==> src/rtl/rvj1_hazard_ctrl.sv <==
// Load-use hazard controller for the rvj1 decode stage: pre-decodes the decode-stage
// instruction, tracks outstanding load destinations and stalls the decoder. Bypass: RVJ1_HAZ_BYPASS_EN.
module rvj1_hazard_ctrl #(
  parameter int unsigned XLEN      = 32,
  parameter int unsigned RALEN     = 5,
  parameter int unsigned MAX_LOADS = 2,
  localparam int unsigned CW       = $clog2(MAX_LOADS + 1),
  localparam int unsigned NREG     = 2 ** RALEN
) (
  input  logic             clk_i,
  input  logic             rstn_i,
  input  logic [XLEN-1:0]  ifu_instr_i,
  input  logic             ifu_valid_i,
  input  logic             lsu_done_i,
  input  logic [RALEN-1:0] lsu_done_rd_i,
  output logic             stall_o,
  output logic [NREG-1:0]  pending_o,
  output logic [CW-1:0]    outstanding_o,
  output logic             err_o
);

  localparam logic [6:0] OPC_LUI    = 7'b0110111;
  localparam logic [6:0] OPC_AUIPC  = 7'b0010111;
  localparam logic [6:0] OPC_JAL    = 7'b1101111;
  localparam logic [6:0] OPC_JALR   = 7'b1100111;
  localparam logic [6:0] OPC_BRANCH = 7'b1100011;
  localparam logic [6:0] OPC_LOAD   = 7'b0000011;
  localparam logic [6:0] OPC_STORE  = 7'b0100011;
  localparam logic [6:0] OPC_OPIMM  = 7'b0010011;
  localparam logic [6:0] OPC_OP     = 7'b0110011;

  typedef enum logic {RUN, STALL} state_t;

  state_t            state_q, state_d;
  logic [XLEN-1:0]   held_q;
  logic [NREG-1:0]   pending_q, pending_d;
  logic [CW-1:0]     cnt_q, cnt_d;
  logic              err_q, err_d;

  logic [XLEN-1:0]   chk;
  logic [6:0]        opcode;
  logic [RALEN-1:0]  rd, rs1, rs2;
  logic              use_rs1, use_rs2, writes_rd, is_load;
  logic [NREG-1:0]   done_mask, busy;
  logic              full, hazard, issue, load_issue;
  logic              unused_bits;

  always_comb begin
    chk       = (state_q == STALL) ? held_q : ifu_instr_i;
    opcode    = chk[6:0];
    rd        = chk[7 +: RALEN];
    rs1       = chk[15 +: RALEN];
    rs2       = chk[20 +: RALEN];
    use_rs1   = opcode inside {OPC_JALR, OPC_LOAD, OPC_OPIMM, OPC_BRANCH, OPC_STORE, OPC_OP};
    use_rs2   = opcode inside {OPC_BRANCH, OPC_STORE, OPC_OP};
    writes_rd = opcode inside {OPC_LUI, OPC_AUIPC, OPC_JAL, OPC_JALR, OPC_LOAD, OPC_OPIMM, OPC_OP};
    is_load   = (opcode == OPC_LOAD);
  end

  assign unused_bits = ^{chk[XLEN-1:25], chk[14:12]};
  assign done_mask   = lsu_done_i ? (NREG'(1) << lsu_done_rd_i) : '0;

`ifdef RVJ1_HAZ_BYPASS_EN
  // A register is released in the very cycle its load writes back, and so is a load slot.
  assign busy = pending_q & ~done_mask;
  assign full = (cnt_q == CW'(MAX_LOADS)) && !lsu_done_i;
`else
  assign busy = pending_q;
  assign full = (cnt_q == CW'(MAX_LOADS));
`endif

  always_comb begin
    hazard = (use_rs1   && (rs1 != '0) && busy[rs1]) ||
             (use_rs2   && (rs2 != '0) && busy[rs2]) ||
             (writes_rd && (rd  != '0) && busy[rd])  ||
             (is_load   && full);
  end

  assign stall_o       = ifu_valid_i && hazard;
  assign issue         = ifu_valid_i && !hazard;
  assign load_issue    = issue && is_load;
  assign pending_o     = pending_q;
  assign outstanding_o = cnt_q;
  assign err_o         = err_q;

  always_comb begin
    state_d = state_q;
    case (state_q)
      RUN:     if (stall_o)  state_d = STALL;
      STALL:   if (!stall_o) state_d = RUN;
      default: state_d = RUN;
    endcase
  end

  always_comb begin
    pending_d = pending_q & ~done_mask;
    if (load_issue && (rd != '0)) pending_d[rd] = 1'b1;
    pending_d[0] = 1'b0;

    cnt_d = cnt_q;
    err_d = err_q;
    case ({load_issue, lsu_done_i})
      2'b10:   cnt_d = cnt_q + CW'(1);
      2'b01:   if (cnt_q == '0) err_d = 1'b1;
               else             cnt_d = cnt_q - CW'(1);
      default: cnt_d = cnt_q;
    endcase
    if (lsu_done_i && (lsu_done_rd_i != '0) && !pending_q[lsu_done_rd_i]) err_d = 1'b1;
  end

  always_ff @(posedge clk_i or negedge rstn_i) begin
    if (!rstn_i) begin
      state_q   <= RUN;
      held_q    <= '0;
      pending_q <= '0;
      cnt_q     <= '0;
      err_q     <= 1'b0;
    end else begin
      state_q   <= state_d;
      if ((state_q == RUN) && stall_o) held_q <= ifu_instr_i;
      pending_q <= pending_d;
      cnt_q     <= cnt_d;
      err_q     <= err_d;
    end
  end

endmodule

==> config.mk <==
export PLATFORM = sky130hd
export DESIGN_NAME = rvj1_hazard_ctrl
export DESIGN_NICKNAME = d
export VERILOG_FILES = /design/src/rtl/rvj1_hazard_ctrl.sv
export SDC_FILE = /design/constraint.sdc
export NUM_CORES = 1
export LEC_CHECK = 0
export CAP_MARGIN = 20
export CELL_PAD_IN_SITES_DETAIL_PLACEMENT = 1
export CELL_PAD_IN_SITES_GLOBAL_PLACEMENT = 1
export CORE_ASPECT_RATIO = 0.75
export CORE_MARGIN = 1
export CORE_UTILIZATION = 45
export DETAILED_ROUTE_END_ITERATION = 10
export MAX_ROUTING_LAYER = met4
export PLACE_DENSITY_LB_ADDON = 0.1
export SLEW_MARGIN = 20
export SYNTH_ARGS = -nofsm -noshare
export SYNTH_HDL_FRONTEND = slang
export SYNTH_SLANG_ARGS = --single-unit
==> constraint.sdc <==
create_clock -name clk_i -period 5.45 [get_ports clk_i]
set_input_delay 0.545 -clock clk_i [delete_from_list [all_inputs] [get_ports clk_i]]
set_output_delay 0.545 -clock clk_i [all_outputs]
set_load 0.005 [all_outputs]
=== Yosys cells after proc, flatten, opt, wreduce, memory -nomap -nowiden ===
Index checks and enable logic that the tools add are counted.

* Bits in registers: 60
* Bits in latches: 0
* Bits in writable memories: 0
* ROM bits: 0
* Input bits: 41
* Output and inout bits: 36
* Word-level logic and storage cells: 82
* Memories kept: 0

* Add/subtract/negate cells: 2
* $mul: 0
* Divide/modulo/power cells: 0
* Order comparisons: 5
* Equality and inequality tests: 13
* Shift operators: 1
* Muxes and demuxes: 19
* Bitwise logic cells: 4
* Reductions and logical operators: 33

{| class="wikitable"
|+ Operator list
! cell !! count
|-
| 32-bit two-way mux || 2
|-
| 32-bit bitwise AND || 1
|-
| 32-bit NOT || 1
|-
| 32-bit OR || 1
|-
| 1-bit by 5-bit << shifter with 32-bit output, first input constant || 1
|-
| 25-bit two-way mux || 1
|-
| 5-bit by 6-bit less-than comparator with 1-bit output, second input constant || 4
|-
| 7-bit by 6-bit equality test with 1-bit output, second input constant || 3
|-
| 7-bit equality test, second input constant || 3
|-
| 1-bit binary-select mux with 5-bit select || 4
|-
| 5-bit nonzero test || 4
|-
| 1-bit logical AND || 15
|-
| 7-bit by 5-bit equality test with 1-bit output, second input constant || 2
|-
| 1-bit two-way mux || 9
|-
| 7-bit by 2-bit equality test with 1-bit output, second input constant || 1
|-
| 7-bit nonzero test || 1
|-
| 2-bit nonzero test || 3
|-
| 6-bit nonzero test || 1
|-
| 1-bit demux with 5-bit select || 1
|-
| 5-bit by 1-bit greater-or-equal comparator with 1-bit output, second input constant || 1
|-
| 2-bit equality test, second input constant || 2
|-
| 2-bit case mux with 2 select lines || 1
|-
| 2-bit AND reduction || 2
|-
| 1-bit logical OR || 3
|-
| other kinds (9) || 10
|}

=== Logic depth before layout (Yosys ltp) ===
Gate-level depths: netlist of the first run.

* Word-level depth: 14
* Depth in mapped cells: 12
* Gate-level depth less buffers: 8

=== Worst setup path after synthesis of the first run ===
OpenSTA, ideal clock, no wires.

* Path type: flip-flop to output port
* Start point: register state_q
* End point: output port stall_o
* Arrival time: 2.182 ns
* Slack: 2.723 ns
* Stages on the path, launching flop included: 10
* Path buffers: 2
* Cells stage by stage: dfrtp_1 > buf_6 > buf_2 > mux2i_1 > mux4_2 > nor2_1 > nand3_1 > o311a_2 > o21ai_2 > o21a_1

* Longest elaborated chain between the ends: 9
* Elaborated cells between the ends (all ways): 33

{| class="wikitable"
|+ Ends and longest elaborated chain
! what !! RTL line !! RTL
|-
| start, declared || 34 || <nowiki>state_t state_q, state_d;</nowiki>
|-
| start signal, assigned || 119 || <nowiki>state_q <= state_d;</nowiki>
|-
| 25-bit two-way mux * || 49 || <nowiki>chk = (state_q == STALL) ? held_q : ifu_instr_i;</nowiki>
|-
| branches (longest 6 deep; another with 1-bit binary-select mux with 5-bit select) || -- ||
|-
| 1-bit logical OR * || 75 || <nowiki>(writes_rd && (rd != '0) && busy[rd]) ||</nowiki>
|-
| 1-bit logical AND * || 79 || <nowiki>assign stall_o = ifu_valid_i && hazard;</nowiki>
|-
| end, declared || 16 || <nowiki>output logic stall_o,</nowiki>
|}

Mark *: on every way between the ends. The select of a mux whose other input is x is not followed.

=== Worst setup path after layout of the first run ===
Ends and elaborated chain as after synthesis.

==> results.sh, run 1 <==
export IMPL_p_int_mw=0.926
export IMPL_antenna_found_initial=0
export IMPL_port_buffers=65
export IMPL_chipHeight_um=86.1
export IMPL_ys_ff_latch=57
export IMPL_io_pins=77
export IMPL_regArea_um2=1430
export IMPL_yosysTopAreaCellShare_pct=33.6
export IMPL_rsz0062_at_grt="false"
export IMPL_p_leak_nw=2.04
export IMPL_period_share_pct=80.7
export IMPL_first_pass_iters=5
export IMPL_required_ns=4.91
export IMPL_setup_violations=0
export IMPL_yosys_area_top_type="dfrtp_1"
export IMPL_die_area_um2=9820
export IMPL_cts_buffers=9
export IMPL_clkSinkCount=57
export IMPL_ant_nets=0
export IMPL_cp_data_arrival_time_ns=3.85
export IMPL_grt_ovfl_total=0
export IMPL_post_route_min_period_ns=4.40
export IMPL_start_util_pct=46.7
export IMPL_hold_viol=0
export IMPL_multiInputGateArea_um2=2630
export IMPL_fillers=1007
export IMPL_grt_pass1_wl_um=23000
export IMPL_cp_start_kind="flop"
export IMPL_tns_ns=0
export IMPL_synth_edf_count=0
export IMPL_async_flop_share_pct=100
export IMPL_final_common_cell="clkdlybuf4s50_1"
export IMPL_drcViolationCount=0
export IMPL_ctsLongestPathBuffers=2
export IMPL_synth_cell_type_count=66
export IMPL_die_width_um=114
export IMPL_viasPerCell=6.56
export IMPL_fin_worst_skew_ns=0.0119
export IMPL_power_density_nw_per_um2=259
export IMPL_switching_share_pct=31.7
export IMPL_antennaDiodeCount=0
export IMPL_post_cts_resized=0
export IMPL_clk_pin_slew_ns=0.06
export IMPL_final_cell_area_um2=5230
export IMPL_synth_cells=415
export IMPL_slew_violations=0
export IMPL_place_area_um2=4950
export IMPL_ys_flop_type="dfrtp_1"
export IMPL_status="completed"
export IMPL_yosys_warnings=0
export IMPL_vias=3979
export IMPL_critPathKind="reg2out"
export IMPL_grt_usage_pct=32.1
export IMPL_gp_congestion=0.868
export IMPL_syn2layout_area_growth_pct=23.4
export IMPL_drive_above_1_share_pct=16.9
export IMPL_core_area_um2=9080
export IMPL_p_comb_share_pct=18.0
export IMPL_syn_area_um2=4240
export IMPL_p_clk_share_pct=41.1
export IMPL_htree_levels=3
export IMPL_synthesis_nets=456
export IMPL_avgSynthCellArea_um2=10.2
export IMPL_wl_um=14600
export IMPL_max_freq_mhz=227
export IMPL_power_frac_seq_pct=40.9
export IMPL_cts_root_buf="clkbuf_16"
export IMPL_utilization_pct=57.6
export IMPL_dpl_hpwl_um=10500
export IMPL_hold_ws_ns=0.342
export IMPL_postCtsHoldBufs=0
export IMPL_slew_headroom_pct=34.3
export IMPL_post_cts_buffers=0
export IMPL_power_switching_mw=0.429
export IMPL_rows=30
export IMPL_maxCapViolations=0
export IMPL_nets=515
export IMPL_worstPathMaxFanout=27
export IMPL_tightest_slew_ns=0.982
export IMPL_cts_tree="built"
export IMPL_route_detailed_wl_per_inst_um=24.1
export IMPL_dr_first_iter_drc_count=317
export IMPL_grt_max_degree=58
export IMPL_vdd_drop_max_v=0.000148
export IMPL_clock_latency_ns=0.34
export IMPL_critPathCaptureType="output pin"
export IMPL_first_global_vias=4125
export IMPL_synth_area_top_cells="dfrtp_1 34%, mux4_2 10%, mux2i_1 6.1%, mux2_4 5.7%, o21ai_0 4.7%"
export IMPL_layout_common_cells="64 x clkdlybuf4s50_1, 56 x dfrtp_1, 40 x o21ai_0, 31 x o21ai_1, 26 x mux2i_1"
export IMPL_hp_class="in2async"
export IMPL_seq_area_frac_synth_pct=33.6
## state kept, by name (all words and copies together) (netlist names)
register and flops:
held_q 22, state_q 1, outstanding_o 2, pending_o 31, err_o 1
## final cells by class
type	count	share of cell area [%]
Timing Repair Buffer	69	12.9
Tap cell	128	3.06
Multi-Input combinational cell	322	50.2
Clock inverter	7	1.17
Sequential cell	57	27.3
Inverter	15	1.08
Clock buffer	9	4.30
## through the flow
step | worst slack, ns | power [mW] | instances
2_1_floorplan | 2.72 | 0.698 | 415
3_3_place_gp | 1.39 | 0.785 | 591
3_5_place_dp | 1.31 | 0.799 | 591
4_1_cts | 1.07 | 1.36 | 607
5_1_grt | 0.830 | 1.41 | 607
6_report | 1.05 | 1.36 | 607
## worst paths after layout
| path | startpoint | end | slack, ns | cells past startpoint |
|---|---|---|---|---|
| max | state_q | stall_o | 1.05 | 8 |
| min | rstn_i | held_q[22] | 0.34 | 2 |
| max reg2reg | state_q | held_q[19] | 1.28 | 8 |
| min reg2reg | held_q[1] | held_q[1] | 0.50 | 1 |
| max in group asynchronous | rstn_i | state_q | 4.58 | 2 |
| min in group clk_i | held_q[1] | held_q[1] | 0.50 | 1 |
## worst max-delay path, cell delays in order, from the launching register on
cell and delay (ns):
dfrtp_2 0.69, buf_4 0.39, mux2i_2 0.66, mux4_2 0.59, mux2i_1 0.17, o211a_1 0.17
a31oi_1 0.16, o21a_1 0.24, clkdlybuf4s50_1 0.44
## cell usage after synthesis, types with 6 or more instances
master and count:
nor2_1 22, clkbuf_1 6, a31oi_1 7, mux2i_1 26, dfrtp_1 57, mux4_2 19
nand3b_1 9, inv_1 15, a21oi_1 8, nand2b_1 7, buf_2 8, o21ai_0 40
mux2_4 16, nor3_1 6, o21ai_1 31, nand3_1 8, nand2_1 21, mux2_2 11
o22ai_1 6
## metal layers
layer  GRT usage (%)  up-vias  share of wire [%]
met5               -        -                  0
met4            9.68        0                1.9
met3            5.65       25                7.0
met2            49.6      170                 47
met1            43.1     2048                 44
li1                -     1736                  -
## power by group through the flow
stage	registers (mW)	logic, mW	clock network, mW
CTS	0.552	0.243	0.560
global route	0.563	0.264	0.579
finish	0.555	0.243	0.557
detailed placement	0.557	0.242	0
floorplan	0.532	0.166	0
global placement	0.553	0.232	0
## cell families (layout without fill, tap and decap cells)
| logic type | Yosys count | count (layout) | synth area share [%] |
|---|---|---|---|
| xor gates and xnor gates | 1 | 1 | 0.207 |
| other | 1 | 1 | 0.0884 |
| buffers and inverters | 36 | 100 | 4.40 |
| DFF | 57 | 57 | 33.6 |
| and+or+nand+nor | 105 | 105 | 13.5 |
| muxes | 76 | 76 | 26.7 |
| AOI/OAI and AO/OA | 139 | 139 | 21.4 |
Power figures use the tool's default switching activity.
==> run 2, diff against run 1 <==
CORE_UTILIZATION = 37   (was 45)
clock period = 3.85 ns   (was 5.45 ns; I/O delays follow)
==> results.sh, run 2 (same netlist as run 1, synthesis figures left out) <==
export IMPL_grt_max_degree=31
export IMPL_vdd_drop_max_v=0.000186
export IMPL_critPathCaptureType="output pin"
export IMPL_power_density_nw_per_um2=369
export IMPL_die_area_um2=11900
export IMPL_place_area_um2=5080
export IMPL_drcViolationCount=1
export IMPL_first_pass_iters=7
export IMPL_clock_latency_ns=0.34
export IMPL_ant_nets=0
export IMPL_viasPerCell=6.17
export IMPL_cts_tree="built"
export IMPL_violations="DRC"
export IMPL_hold_viol=0
export IMPL_tightest_slew_ns=0.736
export IMPL_chipHeight_um=94.7
export IMPL_dpl_hpwl_um=10800
export IMPL_postCtsHoldBufs=0
export IMPL_largest_reg_flops=31
export IMPL_clk_pin_slew_ns=0.05
export IMPL_port_buffers=65
export IMPL_start_util_pct=38.5
export IMPL_dr_first_iter_drc_count=233
export IMPL_cts_root_buf="clkbuf_16"
export IMPL_crit_path_cell_trace="buf_12 -> mux2_4 -> mux4_1 -> a22oi_1 -> a2111o_1 -> o311a_2 -> o21ai_2 -> o21a_1 -> clkdlybuf4s50_1"
export IMPL_cp_data_arrival_time_ns=3.29
export IMPL_rsz0062_at_grt="false"
export IMPL_critPathKind="reg2out"
export IMPL_vias=3928
export IMPL_worstPathMaxFanout=24
export IMPL_tns_ns=0
export IMPL_core_area_um2=11000
export IMPL_cp_start_kind="flop"
export IMPL_grt_pass1_wl_um=23400
export IMPL_final_cell_area_um2=5440
export IMPL_die_width_um=126
export IMPL_p_leak_nw=2.14
export IMPL_htree_levels=3
export IMPL_layout_common_cells="64 x clkdlybuf4s50_1, 56 x dfrtp_1, 40 x o21ai_0, 31 x o21ai_1, 26 x mux2i_1"
export IMPL_route_detailed_wl_per_inst_um=23.8
export IMPL_wl_um=15100
export IMPL_dpl_cell_count=617
export IMPL_antennaDiodeCount=0
export IMPL_cts_buffers=9
export IMPL_grt_ovfl_total=0
export IMPL_critPathTopFamily="compound AO/OA/AOI/OAI gates"
export IMPL_antenna_found_initial=0
export IMPL_maxCapViolations=0
export IMPL_finalNonFillerCells=637
export IMPL_final_common_cell="clkdlybuf4s50_1"
export IMPL_crit_slowest_cell="mux4_1"
export IMPL_slowest_delay_ns=0.58
export IMPL_path_buf_inv=2
export IMPL_ctsLongestPathBuffers=2
export IMPL_slew_violations=0
export IMPL_syn2layout_area_growth_pct=28.3
export IMPL_status="finished, violations left"
export IMPL_period_share_pct=95.5
export IMPL_setup_violations=0
export IMPL_post_route_min_period_ns=3.68
export IMPL_io_pins=77
export IMPL_grt_usage_pct=27.4
export IMPL_clkSinkCount=57
export IMPL_max_freq_mhz=272
export IMPL_slew_headroom_pct=50.8
export IMPL_hp_class="in2async"
export IMPL_first_global_vias=3987
export IMPL_gp_congestion=0.868
export IMPL_fin_worst_skew_ns=0.00599
export IMPL_drive_above_1_share_pct=19.7
export IMPL_required_ns=3.46
export IMPL_nets=533
export IMPL_rows=33
run 2: changes by cell type in the layout (fill, tap and decap cells not counted), sizes merged:
cell      change
buf          +18
bufinv        +2
inv           -4
clkinvlp      +1
clkbuf        +1
run 2: metrics by stage:
step           hold slack [ns]  total power [mW]  utilization, %  setup slack, ns
5_1_grt                  0.160              2.09            49.4           0.0424
6_report                0.0956              2.01            49.4            0.172
4_1_cts                  0.115              2.01            49.0          0.00113
3_3_place_gp             0.445              1.12            46.1            0.311
3_5_place_dp             0.450              1.13            46.1            0.292
2_1_floorplan           0.0894             0.989               -             1.13
run 2: worst register-to-register path, stage by stage, from the launching register on:
cell,delay [ns]
dfrtp_4,0.56
buf_12,0.19
mux2_4,0.28
mux4_1,0.59
a22oi_1,0.21
a2111o_1,0.17
o311a_2,0.22
o21ai_2,0.08
buf_4,0.16
o21ai_4,0.14
buf_4,0.32
mux2_4,0.35
run 2: cell type report:
type / count / area, µm²
Fill cell: 1194 / 5580
Tap cell: 140 / 175
Clock inverter: 6 / 91.3
Timing Repair Buffer: 87 / 823
Inverter: 15 / 56.3
Multi-Input combinational cell: 322 / 2640
Sequential cell: 57 / 1430
Clock buffer: 10 / 229
run 2: per-layer routing:
metal	up-vias	wire length [µm]	GRT usage, %
li1	1767	-	-
met1	2001	6840	35.5
met2	141	7080	43.2
met3	19	961	5.21
met4	0	244	9.25
met5	-	0	-
run 2: what timing repair did:
| action | in CTS | in global routing |
|---|---|---|
| setup buffers | 0 | 4 |
| endpoints found under the setup margin | 0 | 1 |
| hold endpoints to repair | 0 | 0 |
| gates resized for setup | 0 | 2 |
run 2: worst paths after layout:
kind,start,endpoint,slack (ns),cells past startpoint
worst max-delay path,state_q,stall_o,0.17,9
worst min-delay path,rstn_i,held_q[4],0.1,1
worst max register to register,state_q,held_q[3],0.47,11
worst min register to register,held_q[1],held_q[1],0.46,1
max in group asynchronous,rstn_i,pending_o[30],2.90,2
min in group clk_i,held_q[1],held_q[1],0.46,1
run 2: power breakdown:
| part | total, mW | leakage [nW] | internal (mW) | switching (mW) |
|---|---|---|---|---|
| combinational | 0.349 | 1.25 | 0.192 | 0.157 |
| sequential | 0.784 | 0.752 | 0.677 | 0.106 |
| clock | 0.874 | 0.145 | 0.568 | 0.305 |
| total | 2.01 | 2.14 | 1.44 | 0.568 |
